[config.mk]
export PLATFORM = sky130hd
export DESIGN_NAME = seg_scan_driver
export DESIGN_NICKNAME = d
export VERILOG_FILES = /design/src/rtl/seg_pkg.sv /design/src/rtl/seg_decode.sv /design/src/rtl/seg_scan_driver.sv
export SDC_FILE = /design/constraint.sdc
export NUM_CORES = 1
export LEC_CHECK = 0
export BUFFER_PORTS_ARGS = -buffer_cell sky130_fd_sc_hd__buf_2
export CAP_MARGIN = 20
export CORE_MARGIN = 2
export CORE_UTILIZATION = 30
export CTS_BUF_LIST = sky130_fd_sc_hd__clkbuf_2
export CTS_CLUSTER_SIZE = 28
export DETAILED_ROUTE_END_ITERATION = 12
export HOLD_SLACK_MARGIN = 0.1
export PLACE_DENSITY = 0.5
export SYNTH_ARGS = -nofsm -noshare
export SYNTH_HDL_FRONTEND = slang
export SYNTH_SLANG_ARGS = --single-unit
[constraint.sdc]
create_clock -name clk -period 5.6 [get_ports clk]
set_input_delay 0.56 -clock clk [delete_from_list [all_inputs] [get_ports clk]]
set_output_delay 0.56 -clock clk [all_outputs]
set_load 0.05 [all_outputs]
[src/rtl/seg_pkg.sv]
// Shared 7-segment definitions: display code constants, active-low segment patterns
// (bit6 = g .. bit0 = a) and small code-classification helpers.
package seg_pkg;

    localparam logic [3:0] CODE_UP    = 4'd10;
    localparam logic [3:0] CODE_DOWN  = 4'd11;
    localparam logic [3:0] CODE_DASH  = 4'd12;
    localparam logic [3:0] CODE_BLANK = 4'd15;

    localparam logic [6:0] SEG_0     = 7'b100_0000;
    localparam logic [6:0] SEG_1     = 7'b111_1001;
    localparam logic [6:0] SEG_2     = 7'b010_0100;
    localparam logic [6:0] SEG_3     = 7'b011_0000;
    localparam logic [6:0] SEG_4     = 7'b001_1001;
    localparam logic [6:0] SEG_5     = 7'b001_0010;
    localparam logic [6:0] SEG_6     = 7'b000_0010;
    localparam logic [6:0] SEG_7     = 7'b111_1000;
    localparam logic [6:0] SEG_8     = 7'b000_0000;
    localparam logic [6:0] SEG_9     = 7'b001_0000;
    localparam logic [6:0] SEG_UP    = 7'b101_1100;
    localparam logic [6:0] SEG_DOWN  = 7'b110_0011;
    localparam logic [6:0] SEG_DASH  = 7'b011_1111;
    localparam logic [6:0] SEG_BLANK = 7'b111_1111;

    function automatic logic [6:0] seg_pattern(input logic [3:0] code);
        logic [6:0] seg;
        seg = SEG_BLANK;
        case (code)
            4'd0:       seg = SEG_0;
            4'd1:       seg = SEG_1;
            4'd2:       seg = SEG_2;
            4'd3:       seg = SEG_3;
            4'd4:       seg = SEG_4;
            4'd5:       seg = SEG_5;
            4'd6:       seg = SEG_6;
            4'd7:       seg = SEG_7;
            4'd8:       seg = SEG_8;
            4'd9:       seg = SEG_9;
            CODE_UP:    seg = SEG_UP;
            CODE_DOWN:  seg = SEG_DOWN;
            CODE_DASH:  seg = SEG_DASH;
            CODE_BLANK: seg = SEG_BLANK;
            default:    seg = SEG_BLANK;
        endcase
        return seg;
    endfunction

    // A code that lets a lower zero be treated as leading: zero itself or any blank code.
    function automatic logic code_is_leading(input logic [3:0] code);
        return (code == 4'd0) || (code >= 4'd13);
    endfunction

endpackage

[src/rtl/seg_decode.sv]
// Combinational 4-bit display code to active-low 7-segment decoder.
module seg_decode
    import seg_pkg::*;
(
    input  logic [3:0] i_code,
    output logic [6:0] o_seg
);
    assign o_seg = seg_pattern(i_code);
endmodule

[src/rtl/seg_scan_driver.sv]
// Four-digit multiplexed 7-segment scan driver with frame-synchronous code update and dimming.
// Define SEG_LZ_SUPPRESS_EN to blank leading zeros on digits 3..1.
module seg_scan_driver
    import seg_pkg::*;
#(
    parameter int DIV_W = 10
) (
    input  logic        clk,
    input  logic        rst,
    input  logic [15:0] code_in,
    input  logic        load,
    input  logic [1:0]  dim,
    output logic [3:0]  DIGIT,
    output logic [6:0]  DISPLAY,
    output logic        frame_done
);
    localparam logic [DIV_W-1:0] CNT_MAX = '1;
    localparam logic [DIV_W-1:0] CNT_ONE = 1;

    logic [DIV_W-1:0] r_cnt;
    logic [1:0]       r_slot;
    logic [15:0]      r_shadow;
    logic [15:0]      r_pending;
    logic             r_pending_valid;
    logic [3:0]       r_digit;
    logic [6:0]       r_display;

    logic             w_frame_done;
    logic [2:0]       w_weight;
    logic [DIV_W:0]   w_span;
    logic [DIV_W:0]   w_limit;
    logic             w_on;
    logic [3:0]       w_code;
    logic [6:0]       w_seg;
    logic             w_suppress;

    assign w_frame_done = (r_slot == 2'd3) && (r_cnt == CNT_MAX);

    // On-window is cnt = 1 .. (4-dim)*2^(DIV_W-2)-1; cnt = 0 is always dark to avoid ghosting.
    assign w_weight = 3'd4 - {1'b0, dim};
    assign w_span   = {{(DIV_W-2){1'b0}}, w_weight} << (DIV_W-2);
    assign w_limit  = w_span - {{DIV_W{1'b0}}, 1'b1};
    assign w_on     = (r_cnt != '0) && ({1'b0, r_cnt} <= w_limit);

    assign w_code = r_shadow[{r_slot, 2'b00} +: 4];

    seg_decode u_decode (
        .i_code (w_code),
        .o_seg  (w_seg)
    );

`ifdef SEG_LZ_SUPPRESS_EN
    logic [3:0] w_lz;
    always_comb begin
        w_lz    = 4'b0000;
        w_lz[3] = (r_shadow[15:12] == 4'd0);
        w_lz[2] = (r_shadow[11:8] == 4'd0) && code_is_leading(r_shadow[15:12]);
        w_lz[1] = (r_shadow[7:4] == 4'd0) && code_is_leading(r_shadow[11:8])
                  && code_is_leading(r_shadow[15:12]);
    end
    assign w_suppress = w_lz[r_slot];
`else
    assign w_suppress = 1'b0;
`endif

    always_ff @(posedge clk) begin
        if (!rst) begin
            r_cnt  <= '0;
            r_slot <= 2'd0;
        end else begin
            r_cnt <= r_cnt + CNT_ONE;
            if (r_cnt == CNT_MAX) begin
                r_slot <= r_slot + 2'd1;
            end
        end
    end

    // Shadow only changes at a frame boundary so a frame never shows mixed content.
    always_ff @(posedge clk) begin
        if (!rst) begin
            r_shadow        <= 16'hFFFF;
            r_pending       <= 16'h0000;
            r_pending_valid <= 1'b0;
        end else if (load && w_frame_done) begin
            r_shadow        <= code_in;
            r_pending       <= code_in;
            r_pending_valid <= 1'b0;
        end else if (load) begin
            r_pending       <= code_in;
            r_pending_valid <= 1'b1;
        end else if (w_frame_done && r_pending_valid) begin
            r_shadow        <= r_pending;
            r_pending_valid <= 1'b0;
        end
    end

    always_ff @(posedge clk) begin
        if (!rst) begin
            r_digit   <= 4'b1111;
            r_display <= SEG_BLANK;
        end else if (w_on) begin
            r_digit   <= 4'b1111 ^ (4'b0001 << r_slot);
            r_display <= w_suppress ? SEG_BLANK : w_seg;
        end else begin
            r_digit   <= 4'b1111;
            r_display <= SEG_BLANK;
        end
    end

    assign DIGIT      = r_digit;
    assign DISPLAY    = r_display;
    assign frame_done = w_frame_done;

endmodule
==> summary.md <==
| Metric | Value |
|---|---|
| Status | finished clean |
| Worst Path Class, Setup | flip-flop to primary output |
| TritonCTS clock tree | done |
| Count of yosys warnings during synthesis | 0 |
| Core region area | 8260 um^2 |
| Number of antenna cells inserted | 0 |
| Predominant post-synthesis flop cell | sky130_fd_sc_hd__dfxtp_1 |
| Vertical die dimension | 96.6 um |
| Final hold vios | 0 |
| Post-synth cell types | 41 |
| Clock slew at the register clock pins of the worst setup and hold paths | approximately 0.30 ns |
| Most common library cell in the layout ignoring fill and taps | sky130_fd_sc_hd__dfxtp_1 |
| Final period util | 58.9% |
| Classification of the worst-slack hold path | input port to flip-flop |
| Clock insertion delay at the later pin of the skew report | 0.46 ns |
| Nets in the synthesized netlist | between 200 and 300 |
| DRC Markers | 0 |
| Startpoint types | flip-flop |
| Synth async-reset ratio | 0% |
| Total wire length | 4670 um |
| Total setup buffers inserted after CTS | 0 |
| Post-Route Skew | 0.0276 ns |
| Cell-internal power | 0.463 mW |
| Share of the synthesized area in the top cell type | a little over two fifths |
| IO Port Bufs | 32 |
| Number of nets with antenna violations after routing | 0 |
| Reg power frac | 66.3% |
| Sinks on Clock Net | 56 |
| Number of H-tree branching levels | 2 |
| Switching power share of the total | 26.1% |
| Final HPWL from detailed placement | between 3000 and 4000 um |
| Post-placement cell count | 370 |
| Average via count per standard cell | roughly 4.8 |
| Count of flip-flops with a built-in enable after synthesis | 0 |
| Maximum resistive drop on vdd | 0.0000817 V |
| Post-Route Hold Slack | 0.360 ns |
| Longest Clk Path Bufs | 2 |
| Leading cell types in the layout, fill and taps excluded | sky130_fd_sc_hd__dfxtp_1, sky130_fd_sc_hd__buf_2, sky130_fd_sc_hd__nor2b_1 |
| Num rows | 33 |
| Post-detailed-placement cell area | 2770 um^2 |
| Power density relative to cell area | 222 nW/um^2 |
| Sequential area share after synthesis | a little over two fifths |
| Overflow left after global routing | 0 |
| Vias after detailed routing | between 1,500 and 2,000 |
| Routability cong. | around 0.73 |
| Post-CTS Hold Buffers | 0 |
| Worst-margin pin slew | 0.904 ns |
| Final core utilization | 34.1% |
| Die Footprint | 9320 um^2 |
| Setup violators final | 0 |
| Max-slew violation count | 0 |
| Number of non-filler instances in the completed layout | 378 |
| Starting density of the core | 31.1% |
| Wire length of the first global-routing pass | 7910 um |
| Maximum number of pins on one net before global-route repair | 47 |
| Total track usage | 11.0% |
| Leakage power of the design | 1.11 nW |
| Area added between synthesis and finish | 9.69% |
| Setup Slack @ Placement | 2.82 ns |
| Final layout net count | 307 |
| Number of global-route vias before repair | 1,642 |
| Final-layout setup total negative slack | 0 ns |
| Synth top area cells | sky130_fd_sc_hd__dfxtp_1, sky130_fd_sc_hd__ha_1, sky130_fd_sc_hd__mux2i_1, sky130_fd_sc_hd__nor2b_1, sky130_fd_sc_hd__o21ai_0 |
| WL per Instance | 12.4 um |
| Number of buffers inserted during clock tree synthesis | 5 |
| Critical path data required time | 5.04 ns |
| Clock Power Share | between 20% and 30% |
| Cell area after synthesis | 2570 um^2 |
| Switching power | 0.163 mW |
| Count of boundary I/O pins | 33 |
| Data arrival at the endpoint of the critical path | 2.74 ns |
| Total power draw | around 0.63 mW |
| Worst Setup End Kind | primary output |
| Proportion of power drawn by combinational gates | roughly 8.0% |
| Antenna violations before repair | 0 |
| Post-synthesis sequential element count | 56 |
| Post-layout instance area | 2820 um^2 |
| Maximum clock rate | 0.303 GHz |
| Pre-Repair DR Iteration Count | 4 |
| Synthesized area per cell | 10.2 um^2 |
| Resize count post-CTS | 0 |
| Layout cells sized above 1 | between 10% and 20% |
| Die Span X | 96.6 um |
| Number of DRC violations after detailed-routing iteration 0 | 53 |
| Max FO, Critical Path | 33 |
| Max_cap viols | 0 |
| Post-layout worst setup margin | 2.30 ns |
| Shortest period the worst path allows | 3.30 ns |
| Worst rel slew slack | between 30% and 40% |
| Post-synthesis cell type with the largest combined area | sky130_fd_sc_hd__dfxtp_1 |
| Gate count after technology mapping | approximately 250 |
| CTS root buf | sky130_fd_sc_hd__clkbuf_2 |
| Unrepaired setup endpoints after global routing | false |
worst paths after layout:
kind / slack [ns] / start / end / depth (start not counted)
max: 2.30 / r_cnt[0] / frame_done / 5
min: 0.36 / code_in[8] / r_pending[8] / 3
max reg2reg: 3.21 / r_cnt[0] / r_shadow[0] / 5
min reg2reg: 0.52 / r_cnt[0] / r_cnt[0] / 1
layout make-up:
class	count	area (um^2)
clock buffer	5	25.0
clock inverter	3	21.3
fill	884	5440
inverter	10	37.5
multi-input combinational	165	1310
sequential	56	1120
tap	105	131
timing repair buffer	34	175
layer usage:
metal | GRT usage (%) | vias to the layer above | wire (um) | share of wire, %
li1 | - | 944 | - | -
met4 | 3.87 | 0 | 54 | 1.2
met3 | 3.03 | 5 | 233 | 5.0
met1 | 15.3 | 833 | 2390 | 51
met2 | 16.2 | 29 | 2000 | 43
met5 | 0 | - | 0 | 0
power groups by stage:
| stage | registers, mW | clock network [mW] | logic [mW] |
|---|---|---|---|
| 2_1_floorplan | 0.423 | 0 | 0.0344 |
| 5_1_grt | 0.417 | 0.191 | 0.0571 |
| 3_3_place_gp | 0.422 | 0 | 0.0510 |
| 6_report | 0.415 | 0.161 | 0.0501 |
| 4_1_cts | 0.415 | 0.174 | 0.0512 |
| 3_5_place_dp | 0.422 | 0 | 0.0509 |
worst max-delay path: stages, from the launching register on:
cell and delay, ns:
sky130_fd_sc_hd__dfxtp_1 0.45, sky130_fd_sc_hd__ha_1 0.25, sky130_fd_sc_hd__nand4_2 0.16, sky130_fd_sc_hd__or4_1 0.96
sky130_fd_sc_hd__inv_1 0.20, sky130_fd_sc_hd__buf_2 0.28
synthesized netlist by cell type (all sizes together) (4+ instances only):
cell type,n
nand3,12
a22oi,8
ha,14
nand2,5
inv,10
mux4,4
buf,7
nor2,5
o311ai,8
nor2b,20
mux2i,17
xor2,5
o21ai,17
clkbuf,15
o211ai,10
dfxtp,56
and2,10
xnor2,6
flip-flops by register name (all words and copies together) (netlist names):
signal and cells:
DIGIT 4, DISPLAY 7, r_cnt 10, r_shadow 16, r_pending_valid 1, r_slot 2, r_pending 16
logic make-up after synthesis:
group | share of synthesized area, %
muxes | 11.7
and+or+nand+nor | 14.4
buffers and inverters | 5.50
DFF | 43.6
adders and majority gates | 6.82
xor gates and xnor gates | 3.75
AOI/OAI and AO/OA | 14.2
No activity file was read; power rests on OpenSTA's default activity.
